**config.mk**
```make
export PLATFORM = sky130hd
export DESIGN_NAME = play_mode_ctrl
export DESIGN_NICKNAME = d
export VERILOG_FILES = /design/src/rtl/music_pkg.sv /design/src/rtl/btn_cond.sv /design/src/rtl/play_mode_ctrl.sv
export SDC_FILE = /design/constraint.sdc
export NUM_CORES = 1
export LEC_CHECK = 0
export ABC_CLOCK_PERIOD_IN_PS = 2000
export BUFFER_PORTS_ARGS = -buffer_cell sky130_fd_sc_hd__buf_2
export CAP_MARGIN = 20
export CORE_MARGIN = 1.5
export CORE_UTILIZATION = 45
export CTS_CLUSTER_DIAMETER = 100
export DETAILED_ROUTE_END_ITERATION = 12
export GPL_ROUTABILITY_DRIVEN = 1
export PLACE_DENSITY = 0.67
export REMOVE_ABC_BUFFERS = 1
export SYNTH_ARGS = -nofsm -noshare
export SYNTH_HDL_FRONTEND = slang
export SYNTH_SLANG_ARGS = --single-unit
```
**constraint.sdc**
```tcl
create_clock -name clk -period 2 [get_ports clk]
set_clock_uncertainty 0.05 [all_clocks]
set_input_delay 0.3 -clock clk [delete_from_list [all_inputs] [get_ports clk]]
set_output_delay 0.3 -clock clk [all_outputs]
set_load 0.02 [all_outputs]
```
**src/rtl/music_pkg.sv**
```systemverilog
// Shared mode codes, note markers and mode helpers for the piano/buzzer datapath.
// Used by the mode controller, the auto player and the learn module.
package music_pkg;

  typedef enum logic [1:0] {
    MODE_FREE  = 2'b00,
    MODE_AUTO  = 2'b01,
    MODE_LEARN = 2'b10
  } mode_t;

  localparam logic [3:0] NOTE_REST = 4'h0;
  localparam logic [3:0] NOTE_END  = 4'hF;
  localparam logic [6:0] LED_OFF   = 7'b0;

  // Mode ring FREE -> AUTO -> LEARN -> FREE; fwd=0 walks it backwards.
  function automatic mode_t mode_step(input mode_t m, input logic fwd);
    case (m)
      MODE_FREE: return fwd ? MODE_AUTO  : MODE_LEARN;
      MODE_AUTO: return fwd ? MODE_LEARN : MODE_FREE;
      default:   return fwd ? MODE_FREE  : MODE_AUTO;
    endcase
  endfunction

  function automatic logic [2:0] mode_onehot(input mode_t m);
    return 3'b001 << m;
  endfunction

endpackage

```
**src/rtl/btn_cond.sv**
```systemverilog
// Button conditioner: 2-flop synchronizer, stability debounce and a
// registered one-cycle pulse on each accepted press.
module btn_cond #(
  parameter int DEBOUNCE = 200000
) (
  input  logic clk,
  input  logic reset,
  input  logic btn,
  output logic evt
);

  localparam int CW = $clog2(DEBOUNCE + 1);

  logic          sync1, sync2;
  logic          level, level_d;
  logic [CW-1:0] cnt;

  // The level flips only after DEBOUNCE consecutive disagreeing samples.
  always_ff @(posedge clk or negedge reset) begin
    if (!reset) begin
      sync1   <= 1'b0;
      sync2   <= 1'b0;
      level   <= 1'b0;
      level_d <= 1'b0;
      evt     <= 1'b0;
      cnt     <= '0;
    end else begin
      sync1   <= btn;
      sync2   <= sync1;
      level_d <= level;
      evt     <= level & ~level_d;
      if (sync2 != level) begin
        if (cnt == CW'(DEBOUNCE - 1)) begin
          level <= sync2;
          cnt   <= '0;
        end else begin
          cnt <= cnt + CW'(1);
        end
      end else begin
        cnt <= '0;
      end
    end
  end

endmodule

```
**src/rtl/play_mode_ctrl.sv**
```systemverilog
// Mode sequencer and output arbiter: picks one of three note sources,
// inserts a muted gap on every mode switch and handles pause.
module play_mode_ctrl
  import music_pkg::*;
#(
  parameter int         DEBOUNCE = 200000,
  parameter int         GAP      = 1000000,
  parameter logic [3:0] NOTE_END = 4'hF
) (
  input  logic       clk,
  input  logic       reset,
  input  logic       btn_next,
  input  logic       btn_prev,
  input  logic       btn_pause,
  input  logic [3:0] free_note,
  input  logic [3:0] auto_note,
  input  logic [3:0] learn_note,
  input  logic [1:0] free_oct,
  input  logic [1:0] auto_oct,
  input  logic [1:0] learn_oct,
  input  logic [6:0] free_led,
  input  logic [6:0] auto_led,
  input  logic [6:0] learn_led,
  output logic [3:0] note_out,
  output logic [1:0] octave_out,
  output logic [6:0] led_out,
  output logic [1:0] mode_out,
  output logic [2:0] src_en,
  output logic [2:0] src_restart,
  output logic       paused
);

  localparam int GW = $clog2(GAP + 1);

  typedef enum logic [2:0] {
    ST_FREE, ST_AUTO, ST_LEARN, ST_MUTE, ST_PAUSE
  } state_t;

  function automatic state_t mode_state(input mode_t m);
    case (m)
      MODE_AUTO:  return ST_AUTO;
      MODE_LEARN: return ST_LEARN;
      default:    return ST_FREE;
    endcase
  endfunction

  logic next_evt, prev_evt, pause_evt, mode_evt;

  btn_cond #(.DEBOUNCE(DEBOUNCE)) u_next  (.clk(clk), .reset(reset), .btn(btn_next),  .evt(next_evt));
  btn_cond #(.DEBOUNCE(DEBOUNCE)) u_prev  (.clk(clk), .reset(reset), .btn(btn_prev),  .evt(prev_evt));
  btn_cond #(.DEBOUNCE(DEBOUNCE)) u_pause (.clk(clk), .reset(reset), .btn(btn_pause), .evt(pause_evt));

  assign mode_evt = next_evt ^ prev_evt;

  state_t        state, state_n;
  mode_t         target, target_n, step_mode;
  logic [GW-1:0] gap, gap_n;
  logic [3:0]    note_n, sel_note;
  logic [1:0]    oct_n, sel_oct, mode_n;
  logic [6:0]    led_n, sel_led;
  logic [2:0]    en_n, restart_n;
  logic          paused_n;

  always_ff @(posedge clk or negedge reset) begin
    if (!reset) begin
      state       <= ST_FREE;
      target      <= MODE_FREE;
      gap         <= '0;
      note_out    <= NOTE_REST;
      octave_out  <= 2'b00;
      led_out     <= LED_OFF;
      mode_out    <= MODE_FREE;
      src_en      <= 3'b001;
      src_restart <= 3'b000;
      paused      <= 1'b0;
    end else begin
      state       <= state_n;
      target      <= target_n;
      gap         <= gap_n;
      note_out    <= note_n;
      octave_out  <= oct_n;
      led_out     <= led_n;
      mode_out    <= mode_n;
      src_en      <= en_n;
      src_restart <= restart_n;
      paused      <= paused_n;
    end
  end

  always_comb begin
    sel_note = free_note;
    sel_oct  = free_oct;
    sel_led  = free_led;
    case (target)
      MODE_AUTO:  begin sel_note = auto_note;  sel_oct = auto_oct;  sel_led = auto_led;  end
      MODE_LEARN: begin sel_note = learn_note; sel_oct = learn_oct; sel_led = learn_led; end
      default: ;
    endcase
  end

  // Target always equals the current mode outside MUTE, so every mode
  // event steps relative to it, whether active, paused or mid-gap.
  always_comb begin
    state_n   = state;
    target_n  = target;
    gap_n     = gap;
    note_n    = note_out;
    oct_n     = octave_out;
    led_n     = led_out;
    mode_n    = mode_out;
    en_n      = src_en;
    restart_n = 3'b000;
    paused_n  = paused;
    step_mode = mode_step(target, next_evt);

    case (state)
      ST_MUTE: begin
        note_n = NOTE_REST;
        led_n  = LED_OFF;
        en_n   = 3'b000;
        if (mode_evt) begin
          target_n = step_mode;
          mode_n   = step_mode;
          gap_n    = '0;
        end else if (gap == GW'(GAP - 1)) begin
          restart_n = mode_onehot(target);
          en_n      = mode_onehot(target);
          state_n   = mode_state(target);
          gap_n     = '0;
        end else begin
          gap_n = gap + GW'(1);
        end
      end
      default: begin
        if (mode_evt) begin
          target_n = step_mode;
          mode_n   = step_mode;
          state_n  = ST_MUTE;
          gap_n    = '0;
          en_n     = 3'b000;
          note_n   = NOTE_REST;
          led_n    = LED_OFF;
          paused_n = 1'b0;
        end else if (state == ST_PAUSE) begin
          note_n = NOTE_REST;
          led_n  = LED_OFF;
          if (pause_evt) begin
            state_n  = mode_state(target);
            en_n     = mode_onehot(target);
            paused_n = 1'b0;
          end
        end else if (pause_evt && state != ST_FREE) begin
          state_n  = ST_PAUSE;
          paused_n = 1'b1;
          en_n     = 3'b000;
          note_n   = NOTE_REST;
          led_n    = LED_OFF;
        end else begin
          note_n = (sel_note == NOTE_END) ? NOTE_REST : sel_note;
          led_n  = (sel_note == NOTE_END) ? LED_OFF : sel_led;
          oct_n  = sel_oct;
          en_n   = mode_onehot(target);
        end
      end
    endcase
  end

endmodule

```
==> results.ini, run 1 <==
[logic_synthesis]
ys_ff_latch = 114
ys_async_sr_fraction = 1.00
synthCells = 554
synth_flop_cell = dfrtp_1
yosysSeqAreaShare = 0.510
yosysUniqueCellTypes = 61
synth_edf_count = 0
synth_area_per_cell_um2 = 10.1
synth.cell_area_um2 = 5600
yosys_warnings = 0

[grt]
grt_antenna_before_repair = 0
grt_pass1_wl_mm = 18.7
grt_pass1_vias = 4120
grtUsageTotal = 0.181
gr-total-overflow = 0
grt_max_degree = 57

[sta]
hold_viol_final = 0
rsz0062_at_grt = no
slew_viol_final = 0
tightest_slew_ps = 558
fin_crit_ps = 1950
whs_ps = 103
tns_ps = 0
fmax_ghz = 0.514
period_share = 0.973
setup_viol = 0
relSlewSlack = 0.625

[setup_path]
crit_slowest_cell = dfrtp_1
crit_chain = ha_2, and4_4, and4_4, a21oi_4, buf_4, and3_1, a221o_1
path_common_cell = and4_4
startpoint = gap[1]$_DFFE_PN0P_
reg2reg_from = gap[1]$_DFFE_PN0P_
end_kind = flop
crit_fanout = 7
crit_type = reg2reg
worstRegToRegCells = 7
required_ps = 2240
slowest_delay_ps = 400
start_kind = flop
crit_arrival_ps = 2190

[die]
core_area_um2 = 12100
start_util = 0.464
rows = 40
dieArea_um2 = 13100
die_y_um = 115
die_w_um = 115
ios = 66

[run]
maxCapViolCount = 0

[detailed_routing]
via_per_inst = 5.20
routed_wl_mm = 11.2
wl_met2_mm = 5.43
drc = 0
via_count = 4370
met3_wirelength_um = 370
m1WireLength_mm = 5.14
drtAntennaViolNets = 0
dr.max_layer_used = met4
avgRoutedWirePerCell_um = 13.3
drtPass1Iterations = 5
drt_iter0_drc = 301

[final_layout]
n_antenna_cell = 0
multi_input_area_um2 = 2610
layout.cells.non_filler = 841
finalNetCount = 713
nFillCells = 994
seq_area_um2 = 2850
final_cell_area_um2 = 7100
area_growth_pct = 26.8
drive_above_1_share = 0.253

[power_and_ir_drop]
clkPwrFrac = 0.532
p_int_mw = 4.43
power_frac_seq = 0.427
vdd_drop_max_uv = 529
swShare = 0.202
p_sw_mw = 1.12
pwr-share-comb = 0.042
power_leakage_nw = 3.18
power_density_nw_per_um2 = 783

[min_path]
hold_path.class = in2reg
hold_start = free_led[0]
whs_path_depth = 3

[cts]
cts_max_path_buffers = 2
cts_sinks = 114
htreeDepth = 4
cts_tree = done
cts_root_buf = clkbuf_16
clk_pin_slew_ps = 50
cts_buffers = 17
clk_latency_ps = 410

[placed_design]
gp_congestion = 0.782
place_area_um2 = 6310
dpl.hpwl_mm = 7.70
io_buffers = 65
dp_cells = 798

[outcome]
outcome = finished, final reports clean

[placed cells by master (no fill, tap or decap), types with 9 or more instances in the layout]
cell type  count
dfrtp_1      113
nor2_1        85
buf_2         64
nand2_1       47
buf_4         39
xor2_1        34
nand3_1       24
nand4_1       19
xnor2_1       19
clkbuf_16     18
a21oi_1       15
a31oi_1       14
a22oi_1       13
o21ai_0       13
nor3_1        13
a211oi_1      11
and3_1         9
[repair_timing]
| action | in CTS | in global routing |
|---|---|---|
| setup endpoints to repair | 12 | 36 |
| hold buffers | 4 | 0 |
| cloned | 0 | 1 |
| endpoints found under the hold margin | 26 | 0 |
| setup buffers | 0 | 6 |
| resized for setup | 4 | 16 |
| pin swaps | 0 | 3 |
[state kept, by name, indices dropped and copies added (netlist names), 2 cells and up]
signal / cells
u_pause.cnt: 18
state: 3
octave_out: 2
u_prev.cnt: 18
src_en: 3
note_out: 4
target: 2
led_out: 7
gap: 20
src_restart: 3
u_next.cnt: 18
[through the flow]
step                utilization  setup slack [ps]  power, mW
floorplan                     -              -853       2.48
global placement          0.523              55.7       2.63
detailed placement        0.523             -24.3       2.63
CTS                       0.576              1.77       5.64
global route              0.588             0.859       5.77
finish                    0.588              54.8       5.55
[cell families (layout without fill, tap and decap cells)]
group,count (synthesis),after routing,share of synthesized area
AND/OR/NAND/NOR,246,246,0.221
flip-flops,114,114,0.510
AO/OA/AOI/OAI,86,86,0.106
XOR/XNOR,55,55,0.0887
buffers and inverters,36,155,0.0393
adder cells (fa/ha/maj),9,9,0.0201
multiplexers,8,8,0.0156
[power groups by stage]
stage / combinational [mW] / sequential, mW / clock, mW
final: 0.231 / 2.37 / 2.95
after global routing: 0.262 / 2.37 / 3.13
after CTS: 0.234 / 2.37 / 3.03
after detailed placement: 0.228 / 2.41 / 0
after global placement: 0.222 / 2.41 / 0
after floorplan: 0.0573 / 2.42 / 0
[area by class of cell]
type | instances | area share
Clock buffer | 27 | 0.0723
Tap cell | 168 | 0.0296
Sequential cell | 114 | 0.402
Clock inverter | 5 | 0.0106
Inverter | 8 | 0.00423
Multi-Input combinational cell | 404 | 0.368
Timing Repair Buffer | 115 | 0.113
[synthesized netlist by cell type (2+ instances only)]
master | number | area share
buf_4 | 3 | 0.0040
nor3_1 | 13 | 0.012
buf_6 | 6 | 0.012
nand2b_1 | 5 | 0.0056
clkbuf_1 | 8 | 0.0054
a22o_1 | 2 | 0.0031
nor2_1 | 85 | 0.057
buf_2 | 9 | 0.0080
dfrtp_1 | 113 | 0.51
nor4b_1 | 2 | 0.0031
a21oi_1 | 15 | 0.013
xor2_1 | 34 | 0.053
nand3_1 | 24 | 0.021
a211oi_1 | 11 | 0.015
and3_1 | 9 | 0.010
o21ai_0 | 15 | 0.013
ha_1 | 9 | 0.020
or4b_1 | 2 | 0.0036
mux2i_1 | 2 | 0.0036
a41oi_1 | 3 | 0.0047
xnor2_1 | 19 | 0.030
nor2b_1 | 6 | 0.0067
a31o_2 | 2 | 0.0031
and2_1 | 7 | 0.0078
nor4_1 | 2 | 0.0022
nor3b_1 | 3 | 0.0040
inv_1 | 8 | 0.0054
and4_1 | 8 | 0.013
nand4_1 | 19 | 0.021
a221o_1 | 3 | 0.0054
a22oi_1 | 13 | 0.017
mux2_2 | 6 | 0.012
nand2_1 | 47 | 0.032
a31oi_1 | 14 | 0.016
[routing by layer]
layer	vias up	track usage
met5	-	0
met4	0	0.0867
met3	25	0.0551
met2	76	0.291
met1	2097	0.222
li1	2172	-
[final timing paths]
path                                          end  slack [ps]
max in group asynchronous   src_en[0]$_DFFE_PN1N_         990
min                          led_out[0]$_DFF_PN0_         100
min reg2reg                u_prev.sync2$_DFF_PN0_         300
max                           gap[17]$_DFFE_PN0P_          50
max reg2reg                   gap[17]$_DFFE_PN0P_          50
min in group asynchronous      gap[8]$_DFFE_PN0P_         300
[worst max-delay path: cells and delay by family (launching register included)]
family / cells / cell delay, ps
AOI/OAI and AO/OA: 2 / 360
buffers and inverters: 1 / 160
adders and majority gates: 1 / 230
and+or+nand+nor: 3 / 630
DFF: 1 / 400
No activity file was read; power rests on OpenSTA's default activity.
==> run 2, diff against run 1 <==
--- a/config.mk
+++ b/config.mk
@@ -9,11 +9,11 @@
 export BUFFER_PORTS_ARGS = -buffer_cell sky130_fd_sc_hd__buf_2
 export CAP_MARGIN = 20
 export CORE_MARGIN = 1.5
-export CORE_UTILIZATION = 45
+export CORE_UTILIZATION = 40
 export CTS_CLUSTER_DIAMETER = 100
 export DETAILED_ROUTE_END_ITERATION = 12
 export GPL_ROUTABILITY_DRIVEN = 1
-export PLACE_DENSITY = 0.67
+export GPL_TIMING_DRIVEN = 0
 export REMOVE_ABC_BUFFERS = 1
 export SYNTH_ARGS = -nofsm -noshare
 export SYNTH_HDL_FRONTEND = slang
==> results.ini, run 2 (same netlist as run 1, synthesis figures left out) <==
[detailed_routing]
drt_iter0_drc = 256
avgRoutedWirePerCell_um = 13.8
via_per_inst = 5.22
routed_wl_mm = 11.3
drtPass1Iterations = 5
drtAntennaViolNets = 0
via_count = 4289
drc = 0

[power_and_ir_drop]
power_density_nw_per_um2 = 817
power_leakage_nw = 3.03
vdd_drop_max_uv = 576

[setup_path]
r2r_slack_ps = 10
start_kind = flop
end_kind = flop
required_ps = 2250
crit_fanout = 4
crit_arrival_ps = 2240
crit_type = reg2reg
startpoint = gap[0]$_DFFE_PN0P_
reg2reg_from = gap[0]$_DFFE_PN0P_

[die]
die_w_um = 121
rows = 43
core_area_um2 = 13800
start_util = 0.406
die_y_um = 121
dieArea_um2 = 14700
ios = 66

[sta]
setup_viol = 0
tightest_slew_ps = 978
hold_viol_final = 0
slew_viol_final = 0
relSlewSlack = 0.343
rsz0062_at_grt = yes
period_share = 0.994
fin_crit_ps = 1990
fmax_ghz = 0.503

[placed_design]
gp_congestion = 0.734
place_area_um2 = 6000
io_buffers = 65
dpl.hpwl_mm = 7.21

[cts]
cts_root_buf = clkbuf_16
cts_sinks = 114
clk_pin_slew_ps = 50
cts_max_path_buffers = 2
htreeDepth = 4
cts_buffers = 17
cts_tree = done
clk_latency_ps = 420

[grt]
grt_pass1_wl_mm = 19.2
grtUsageTotal = 0.164
grt_pass1_vias = 4181
grt_antenna_before_repair = 0
grt_max_degree = 68
gr-total-overflow = 0

[final_layout]
final_common_cell = dfrtp_1
final_cell_mix = dfrtp_1 (110), nor2_1 (82), buf_2 (64)
drive_above_1_share = 0.240
top_register = gap
postLayoutCoreUtil = 0.501
n_antenna_cell = 0
largest_reg_flops = 20
finalNetCount = 681
area_growth_pct = 23.3
final_cell_area_um2 = 6900

[outcome]
outcome = finished, final reports clean

[min_path]
hold_path.class = in2reg
hold_start = free_led[0]

[run]
maxCapViolCount = 0

[run 2: timing repair]
item	in CTS	in global routing
resized for setup	18	22
endpoints found under the hold margin	68	0
endpoints found under the setup margin	86	72
hold buffers	4	0
gates cloned	2	1
pin swaps	4	3
buffers inserted	7	3
[run 2: critical path, stage by stage, from the launching register on]
cell and delay, ps:
dfrtp_1 390, ha_2 220, and4_4 230, nand4_1 210, o31ai_4 350, o21ai_1 100
a221o_1 310
[run 2: path summary, 6_finish.rpt]
check	endpoint	cells past startpoint
max reg2reg	state[0]$_DFFE_PN0P_	6
min	led_out[0]$_DFF_PN0_	3
min in group asynchronous	gap[10]$_DFFE_PN0P_	2
min reg2reg	u_prev.sync2$_DFF_PN0_	0
max	state[0]$_DFFE_PN0P_	6
max in group asynchronous	target[0]$_DFFE_PN0N_	3
[run 2: final cells by class]
cell class | count | area (um^2)
Clock buffer | 21 | 470
Clock inverter | 11 | 134
Fill cell | 1269 | 6870
Inverter | 8 | 30.0
Multi-Input combinational cell | 407 | 2700
Sequential cell | 114 | 2860
Tap cell | 180 | 225
Timing Repair Buffer | 80 | 487
[run 2: per-layer routing]
layer,global-route usage,part of all wire
met1,0.211,0.47
met2,0.260,0.48
met3,0.0456,0.039
met4,0.0721,0.015
met5,0,0
[run 2: power breakdown]
group          total [mW]  internal, mW  leakage, nW  switching (mW)
combinational       0.215        0.0830         1.19           0.132
clock                3.06          2.04        0.306            1.02
sequential           2.37          2.35         1.53          0.0231
total                5.64          4.47         3.03            1.17
[run 2: through the flow]
stage,total power [mW],setup WS (ps),instances,TNS (ps),hold slack (ps)
final,5.64,11.9,821,0,105
after global routing,5.86,-87.7,821,-148,106
after CTS,5.71,6.91,817,0,89.6
after detailed placement,2.61,-879,772,-20690,286
after global placement,2.60,-1370,771,-109660,285
after floorplan,2.48,-853,526,-9280,-45.6
==> run 3, diff against run 2 <==
--- a/config.mk
+++ b/config.mk
@@ -9,11 +9,12 @@
 export BUFFER_PORTS_ARGS = -buffer_cell sky130_fd_sc_hd__buf_2
 export CAP_MARGIN = 20
 export CORE_MARGIN = 1.5
-export CORE_UTILIZATION = 40
+export CORE_UTILIZATION = 53
 export CTS_CLUSTER_DIAMETER = 100
 export DETAILED_ROUTE_END_ITERATION = 12
 export GPL_ROUTABILITY_DRIVEN = 1
 export GPL_TIMING_DRIVEN = 0
+export PLACE_DENSITY = 0.76
 export REMOVE_ABC_BUFFERS = 1
 export SYNTH_ARGS = -nofsm -noshare
 export SYNTH_HDL_FRONTEND = slang
==> results.ini, run 3 (same netlist as run 1, synthesis figures left out) <==
[outcome]
outcome = complete, but fails checks
violations = negative setup slack

[setup_path]
crit_slowest_cell = dfrtp_1
r2r_slack_ps = -30
crit_type = reg2reg
crit_arrival_ps = 2390
crit_chain = ha_2, and4_4, and4_2, a21oi_4, buf_12, buf_4, a221o_1
cp_num_buf_inv = 2
crit_family = simple AND/OR/NAND/NOR gates
start_kind = flop
end_kind = flop
r2r-end = gap[19]$_DFFE_PN0P_
worstRegToRegCells = 7
crit_fanout = 15
reg2reg_from = gap[0]$_DFFE_PN0P_
required_ps = 2350
slowest_delay_ps = 420

[power_and_ir_drop]
p_int_mw = 4.49
clkPwrFrac = 0.546
pwr-share-comb = 0.040
vdd_drop_max_uv = 480
p_sw_mw = 1.23
power_density_nw_per_um2 = 822
power_leakage_nw = 3.08
power_frac_seq = 0.414
swShare = 0.215

[cts]
cts_sinks = 114
htreeDepth = 4
clk_pin_slew_ps = 60
cts_max_path_buffers = 2
cts_buffers = 17
cts_root_buf = clkbuf_8
clk_latency_ps = 520
cts_tree = done

[sta]
slew_viol_final = 0
relSlewSlack = 0.456
fin_crit_ps = 2030
setup_viol = 3
period_share = 1.02
rsz0062_at_grt = yes
fmax_ghz = 0.491
tns_ps = -53.4
setup_slack_ps = -35.0
hold_viol_final = 0
tightest_slew_ps = 808

[placed_design]
dpl.hpwl_mm = 7.08
dp_cells = 729
gp_congestion = 0.794
io_buffers = 65

[final_layout]
finalNetCount = 693
n_antenna_cell = 0
top_register = gap
drive_above_1_share = 0.242
largest_reg_flops = 20
final_cell_mix = dfrtp_1 (111), nor2_1 (82), buf_2 (64)
layout.cells.non_filler = 789
area_growth_pct = 24.4
final_common_cell = dfrtp_1

[detailed_routing]
drt_iter0_drc = 298
drtAntennaViolNets = 0
drc = 0
routed_wl_mm = 12.5
via_count = 4441
via_per_inst = 5.63
avgRoutedWirePerCell_um = 15.9
drtPass1Iterations = 7

[grt]
grtUsageTotal = 0.230
grt_pass1_wl_mm = 20.5
grt_max_degree = 70
grt_antenna_before_repair = 0
grt_pass1_vias = 4412
gr-total-overflow = 0

[die]
ios = 66
dieArea_um2 = 11200
start_util = 0.545
rows = 37
die_w_um = 106
core_area_um2 = 10300
die_y_um = 106

[min_path]
min_to = note_out[2]$_DFF_PN0_
whs_path_depth = 3
hold_start = free_note[2]
hold_path.class = in2reg

[run]
maxCapViolCount = 0

==> run 3: changes by cell type in the layout (fill, tap and decap cells not counted), sizes merged <==
cell	previous run	this run
buf	76	81
clkinv	8	7
dlygate4sd3	4	11
clkinvlp	0	2
clkbuf	21	19
bufinv	3	4
==> run 3: power groups by stage <==
stage	Combinational [mW]	Sequential, mW	Clock [mW]
final	0.231	2.37	3.12
after floorplan	0.0573	2.42	0
after CTS	0.226	2.37	3.15
after global routing	0.256	2.37	3.27
after global placement	0.189	2.41	0
after detailed placement	0.203	2.41	0
==> run 3: worst reg2reg max path, delay by kind of cell (launching register included) <==
family | cells | cell delay (ps)
fa+ha+maj | 1 | 220
simple gates | 2 | 570
compound gates | 2 | 370
flops | 1 | 420
buf+inv | 2 | 300
==> run 3: worst max-delay path by stage <==
stage / start / end / depth (start not counted) / slack (ps)
finish: gap[0]$_DFFE_PN0P_ / gap[19]$_DFFE_PN0P_ / 7 / -30
global route: gap[0]$_DFFE_PN0P_ / state[0]$_DFFE_PN0P_ / 6 / -100
CTS: u_prev.evt$_DFF_PN0_ / state[0]$_DFFE_PN0P_ / 5 / 5
detailed placement: target[0]$_DFFE_PN0N_ / led_out[4]$_DFF_PN0_ / 5 / -890
global placement: target[0]$_DFFE_PN0N_ / led_out[5]$_DFF_PN0_ / 5 / -1330
floorplan: target[0]$_DFFE_PN0N_ / led_out[0]$_DFF_PN0_ / 5 / -850
==> run 3: routing by layer <==
| layer | global-route usage | vias to the layer above | part of all wire |
|---|---|---|---|
| met5 | 0 | - | 0 |
| met2 | 0.382 | 130 | 0.51 |
| li1 | - | 2127 | - |
| met3 | 0.0588 | 19 | 0.043 |
| met1 | 0.288 | 2165 | 0.43 |
| met4 | 0.0917 | 0 | 0.016 |
==> run 3: area by class of cell <==
type | instances | area (um^2)
fillers | 748 | 3310
multi-input cells | 407 | 2700
flip-flops and latches | 114 | 2860
well taps | 136 | 170
clock inverters | 13 | 185
clock buffers | 19 | 432
repair buffers | 92 | 591
inverters | 8 | 30.0
==> run 3: per-stage QoR <==
| step | cell area [um^2] | hold slack, ps | utilization | worst slack [ps] | power (mW) |
|---|---|---|---|---|---|
| floorplan | 5410 | -45.6 | - | -853 | 2.48 |
| global placement | 5900 | 285 | 0.574 | -1330 | 2.60 |
| detailed placement | 5950 | 288 | 0.579 | -887 | 2.61 |
| CTS | 6820 | 65.5 | 0.663 | 4.55 | 5.75 |
| global route | 6970 | 73.5 | 0.678 | -97.3 | 5.90 |
| finish | 6970 | 78.7 | 0.678 | -35.0 | 5.72 |
==> run 3: repair_timing <==
action | 4_1_cts | 5_1_grt
endpoints found under the setup margin | 85 | 86
hold buffers | 11 | 0
endpoints found under the hold margin | 54 | 0
setup buffers | 6 | 8
pin swaps | 4 | 4
gates cloned | 2 | 1
gates resized for setup | 18 | 18
